===== src/rtl/reg_bus_arbiter.sv =====
// Two-requester round-robin arbiter in front of a shared register target.
// Each accepted transaction is latched, forwarded, and completed with data or a timeout error.
module reg_bus_arbiter #(
   parameter int ADDRESS_WIDTH  = 8,
   parameter int DATA_WIDTH     = 8,
   parameter int TIMEOUT_CYCLES = 16
) (
   input  logic                     clock,
   input  logic                     reset,
   // requester 0
   input  logic                     m0_request,
   input  logic                     m0_is_write,
   input  logic [ADDRESS_WIDTH-1:0] m0_address,
   input  logic [DATA_WIDTH-1:0]    m0_write_data,
   output logic                     m0_response,
   output logic [DATA_WIDTH-1:0]    m0_read_data,
   output logic                     m0_error,
   // requester 1
   input  logic                     m1_request,
   input  logic                     m1_is_write,
   input  logic [ADDRESS_WIDTH-1:0] m1_address,
   input  logic [DATA_WIDTH-1:0]    m1_write_data,
   output logic                     m1_response,
   output logic [DATA_WIDTH-1:0]    m1_read_data,
   output logic                     m1_error,
   // target
   output logic                     t_request,
   output logic                     t_is_write,
   output logic [ADDRESS_WIDTH-1:0] t_address,
   output logic [DATA_WIDTH-1:0]    t_write_data,
   input  logic                     t_response,
   input  logic [DATA_WIDTH-1:0]    t_read_data,
   // debug: current FSM state (0 = IDLE, 1 = ACCESS, 2 = DONE)
   output logic [1:0]               dbg_state
);

   // Handshake: a requester holds mX_request and its fields stable until it
   // sees the one-cycle mX_response; the target sees t_request high with
   // stable t_* fields until it answers with t_response (or the timeout fires).

   localparam int CW = $clog2(TIMEOUT_CYCLES + 1);
   localparam logic [CW-1:0] LAST_COUNT = CW'(TIMEOUT_CYCLES - 1);

   typedef enum logic [1:0] {
      IDLE   = 2'd0,
      ACCESS = 2'd1,
      DONE   = 2'd2
   } state_t;

   state_t                     r_state;
   logic                       r_last_grant;
   logic                       r_grant;
   logic [CW-1:0]              r_count;

   logic                       r_t_request;
   logic                       r_t_is_write;
   logic [ADDRESS_WIDTH-1:0]   r_t_address;
   logic [DATA_WIDTH-1:0]      r_t_write_data;

   logic                       r_m0_response;
   logic [DATA_WIDTH-1:0]      r_m0_read_data;
   logic                       r_m0_error;
   logic                       r_m1_response;
   logic [DATA_WIDTH-1:0]      r_m1_read_data;
   logic                       r_m1_error;

   logic                       w_any_request;
   logic                       w_grant_idx;
   logic                       w_sel_is_write;
   logic [ADDRESS_WIDTH-1:0]   w_sel_address;
   logic [DATA_WIDTH-1:0]      w_sel_write_data;
   logic                       w_finish;
   logic [DATA_WIDTH-1:0]      w_done_data;
   logic                       w_done_error;

   // On a tie the requester that did not win last time is chosen.
   always_comb begin
      w_any_request = m0_request | m1_request;
      if (m0_request && m1_request) begin
         w_grant_idx = ~r_last_grant;
      end else begin
         w_grant_idx = m1_request;
      end
      w_sel_is_write   = w_grant_idx ? m1_is_write   : m0_is_write;
      w_sel_address    = w_grant_idx ? m1_address    : m0_address;
      w_sel_write_data = w_grant_idx ? m1_write_data : m0_write_data;
   end

   // Completion payload: target data for reads, zero for writes and timeouts.
   always_comb begin
      w_finish     = t_response || (r_count == LAST_COUNT);
      w_done_error = ~t_response;
      if (t_response && !r_t_is_write) begin
         w_done_data = t_read_data;
      end else begin
         w_done_data = '0;
      end
   end

   always_ff @(posedge clock) begin
      if (reset) begin
         r_state        <= IDLE;
         r_last_grant   <= 1'b1;
         r_grant        <= 1'b0;
         r_count        <= '0;
         r_t_request    <= 1'b0;
         r_t_is_write   <= 1'b0;
         r_t_address    <= '0;
         r_t_write_data <= '0;
         r_m0_response  <= 1'b0;
         r_m0_read_data <= '0;
         r_m0_error     <= 1'b0;
         r_m1_response  <= 1'b0;
         r_m1_read_data <= '0;
         r_m1_error     <= 1'b0;
      end else begin
         case (r_state)
            IDLE: begin
               if (w_any_request) begin
                  r_grant        <= w_grant_idx;
                  r_t_is_write   <= w_sel_is_write;
                  r_t_address    <= w_sel_address;
                  r_t_write_data <= w_sel_write_data;
                  r_count        <= '0;
                  r_t_request    <= 1'b1;
                  r_state        <= ACCESS;
               end
            end

            ACCESS: begin
               if (w_finish) begin
                  r_t_request <= 1'b0;
                  r_state     <= DONE;
                  if (r_grant) begin
                     r_m1_response  <= 1'b1;
                     r_m1_read_data <= w_done_data;
                     r_m1_error     <= w_done_error;
                  end else begin
                     r_m0_response  <= 1'b1;
                     r_m0_read_data <= w_done_data;
                     r_m0_error     <= w_done_error;
                  end
               end else begin
                  r_count <= r_count + 1'b1;
               end
            end

            DONE: begin
               // A late t_response here is deliberately not looked at.
               r_m0_response  <= 1'b0;
               r_m0_read_data <= '0;
               r_m0_error     <= 1'b0;
               r_m1_response  <= 1'b0;
               r_m1_read_data <= '0;
               r_m1_error     <= 1'b0;
               r_last_grant   <= r_grant;
               r_state        <= IDLE;
            end

            default: begin
               r_t_request <= 1'b0;
               r_state     <= IDLE;
            end
         endcase
      end
   end

   assign t_request    = r_t_request;
   assign t_is_write   = r_t_is_write;
   assign t_address    = r_t_address;
   assign t_write_data = r_t_write_data;

   assign m0_response  = r_m0_response;
   assign m0_read_data = r_m0_read_data;
   assign m0_error     = r_m0_error;
   assign m1_response  = r_m1_response;
   assign m1_read_data = r_m1_read_data;
   assign m1_error     = r_m1_error;

   assign dbg_state    = r_state;

endmodule


===== config.mk =====
export PLATFORM = sky130hd
export DESIGN_NAME = reg_bus_arbiter
export DESIGN_NICKNAME = d
export VERILOG_FILES = /design/src/rtl/reg_bus_arbiter.sv
export SDC_FILE = /design/constraint.sdc
export NUM_CORES = 1
export LEC_CHECK = 0
export ABC_AREA = 0
export CAP_MARGIN = 20
export CORE_UTILIZATION = 40
export CTS_BUF_LIST = sky130_fd_sc_hd__clkbuf_16
export DETAILED_ROUTE_END_ITERATION = 12
export DONT_BUFFER_PORTS = 1
export PLACE_DENSITY = 0.54
export REMOVE_ABC_BUFFERS = 1
export SKIP_CTS_REPAIR_TIMING = 1
export SLEW_MARGIN = 25
export SYNTH_ARGS = -nofsm -noshare
export SYNTH_HDL_FRONTEND = slang
export SYNTH_SLANG_ARGS = --single-unit

===== constraint.sdc =====
create_clock -name clock -period 2.6 [get_ports clock]
set_clock_uncertainty 0.1 [all_clocks]
set_input_delay 0.52 -clock clock [delete_from_list [all_inputs] [get_ports clock]]
set_output_delay 0.52 -clock clock [all_outputs]
set_load 0.03 [all_outputs]

==> results by group <==
Detailed routing
  – DRT iter0 DRCs: 52
  – Wire per inst: 15.9 um
  – Vias/cell: 5.47
  – Drt pass-1 iters: 4
  – DRC: 0
  – Post-route ant nets: 0
  – Final WL: 4370 um
  – DR vias: 1504

Floorplan
  – Row cnt: 25
  – Die area: 5380 um^2
  – Die Wd: 73.3 um
  – Io pins: 87
  – Initial Utilization: 0.422
  – Die Height: 73.3 um
  – Core area: 4820 um^2

Timing
  – Setup ws final: 284 ps
  – Setup violators final: 0
  – Final Hold Viols: 0
  – Fin crit share: 0.891
  – Post-Route Setup TNS: 0 ps
  – RSZ-0062 raised after global routing: no
  – Worst-Margin Slew: 633 ps
  – Post-route minimum period: 2320 ps
  – Slew HR: 0.577
  – Fin. max-slew vios: 0
  – Max Fclk: 0.432 GHz

Finish
  – Ratio of cells with drive above 1 in the final layout: 0.139
  – Final core utilization: 0.458
  – Area growth syn-to-layout: 8.36%
  – Antenna cells: 0
  – # nets final: 257
  – Finished layout cell area: 2200 um^2

Power and ir drop
  – Power, Total: 0.00157 W
  – Worst vdd ir: 0.300 mV
  – Pwr/cell area: 712 nW/um^2
  – Static Leakage: 0.786 nW

Yosys
  – EDFF count, synth: 0
  – Mapped cell area: 2030 um^2
  – Post-synth ARST share: 0
  – Synth warn: 0
  – Synth Flop Type: dfxtp_1
  – Synth Instances: 213
  – Post-synthesis register bit count: 47
  – Post-synthesis sequential area ratio: 0.462
  – Syn_area_per_cell: 9.55 um^2
  – Synth unique cells: 36

Global route
  – Gr usage total: 0.168
  – GR peak layer: met2
  – Initial antenna violation count: 0
  – Met2 Usage GRT: 0.286
  – Overflow after GRT: 0
  – Met3 GRT Util: 0.0508
  – Vias in the first global route: 1451
  – Met1 Use GR: 0.203
  – First-pass GRT wire length: 6840 um
  – Largest net degree at the start of global routing: 32

CTS
  – Inserted Clock Buffers: 5
  – Clk buf depth: 2
  – Worst skew pair latency: 280 ps
  – Sink Count: 47
  – Clk slew on worst S/H paths: 60 ps
  – # H-tree levels: 2
  – Clock Tree Root: clkbuf_16
  – CTS tree: yes

Placement
  – PortBufs: 0
  – Detail Placement HPWL: 3210 um
  – Placed Area: 2070 um^2
  – Gpl congestion: 0.815
  – Dpl ws: 324 ps

Critical path
  – CP Launch Type: flop
  – Critical path fanouts, max: 7
  – Required time at the worst-slack endpoint: 2710 ps
  – Crit Path Class: flop to flop
  – Worst setup EP type: flop
  – Critical path data arrival time: 2420 ps

Worst hold path
  – Hold Path Class: input pin to flop

Status
  – Status: complete, no violations

Flow run
  – Maxcap violations: 0
-- worst max-delay path, stage by stage, from the launching register on --
cell and delay [ps]:
dfxtp_1 340, ha_1 230, and3_1 190, ha_1 200
or2_1 310, a211o_1 360, or3_1 360, a21boi_1 150
-- area by class of cell --
type | count | area, um^2
Clock buffer | 5 | 125
Clock inverter | 2 | 8.76
Fill cell | 476 | 2610
Inverter | 2 | 7.51
Multi-Input combinational cell | 148 | 1010
Sequential cell | 47 | 941
Tap cell | 67 | 83.8
Timing Repair Buffer | 4 | 30.0
-- final timing paths --
kind                                   from                   endpoint  slack [ps]  cells past startpoint
setup / recovery    r_count[0]$_SDFFE_PP0P_    r_count[3]$_SDFFE_PP0P_         280                      7
hold / removal                        reset  dbg_state[0]$_SDFFE_PP0P_         210                      1
setup reg to reg    r_count[0]$_SDFFE_PP0P_    r_count[3]$_SDFFE_PP0P_         280                      7
hold reg to reg   r_last_grant$_SDFFE_PP1P_  r_last_grant$_SDFFE_PP1P_         400                      2
-- registers in the layout, summed over array words and instances (netlist names), 2 cells and up --
signal	count
t_address	8
dbg_state	2
m0_read_data	8
t_write_data	8
r_count	5
m1_read_data	8
-- power breakdown --
part	internal (W)	switching (W)
Clock	0.000345	0.000235
Combinational	0.0000591	0.0000700
Sequential	0.000759	0.000102
Total	0.00116	0.000407
-- layout by cell type, fill, tap and decap left out, types with 2 or more instances in the layout --
master / Yosys / layout
a21oi_1: 6 / 6
buf_4: 1 / 4
clkbuf_16: 0 / 5
dfxtp_1: 47 / 47
ha_1: 2 / 2
inv_1: 2 / 2
mux2_2: 16 / 16
mux2i_1: 18 / 18
nand2_1: 21 / 21
nand2b_1: 3 / 3
nand3_1: 10 / 10
nor2_1: 25 / 25
nor2b_1: 3 / 3
nor3_1: 5 / 5
o21ai_0: 5 / 5
o2bb2ai_1: 17 / 17
-- cells in the mapped netlist (2+ instances only) --
master,number,share of area
a21oi_1,6,0.015
buf_1,2,0.0037
buf_2,8,0.020
clkbuf_1,4,0.0074
dfxtp_1,47,0.46
ha_1,2,0.012
inv_1,2,0.0037
mux2_2,16,0.089
mux2i_1,18,0.089
nand2_1,21,0.039
nand2b_1,3,0.0092
nand3_1,10,0.025
nor2_1,25,0.046
nor2b_1,3,0.0092
nor3_1,5,0.012
o21ai_0,5,0.012
o2bb2ai_1,17,0.073
-- stage by stage --
step	hold WS (ps)	std cells
2_1_floorplan	335	197
3_3_place_gp	378	268
3_5_place_dp	377	268
4_1_cts	204	275
5_1_grt	195	275
6_report	211	275
-- metal layers --
layer	share of wire	routed length, um	vias up
met4	0.0018	8	0
met5	0	0	-
met1	0.39	1710	726
met2	0.54	2340	43
li1	-	-	733
met3	0.070	307	2
-- cells by family after synthesis --
| family | count (synthesis) | share of synthesized area |
|---|---|---|
| DFF | 47 | 0.462 |
| xor gates and xnor gates | 1 | 0.00431 |
| adders and majority gates | 2 | 0.0123 |
| buffers and inverters | 18 | 0.0437 |
| muxes | 34 | 0.177 |
| AOI/OAI and AO/OA | 35 | 0.127 |
| and+or+nand+nor | 76 | 0.173 |
No activity file was read; power rests on OpenSTA's default activity.
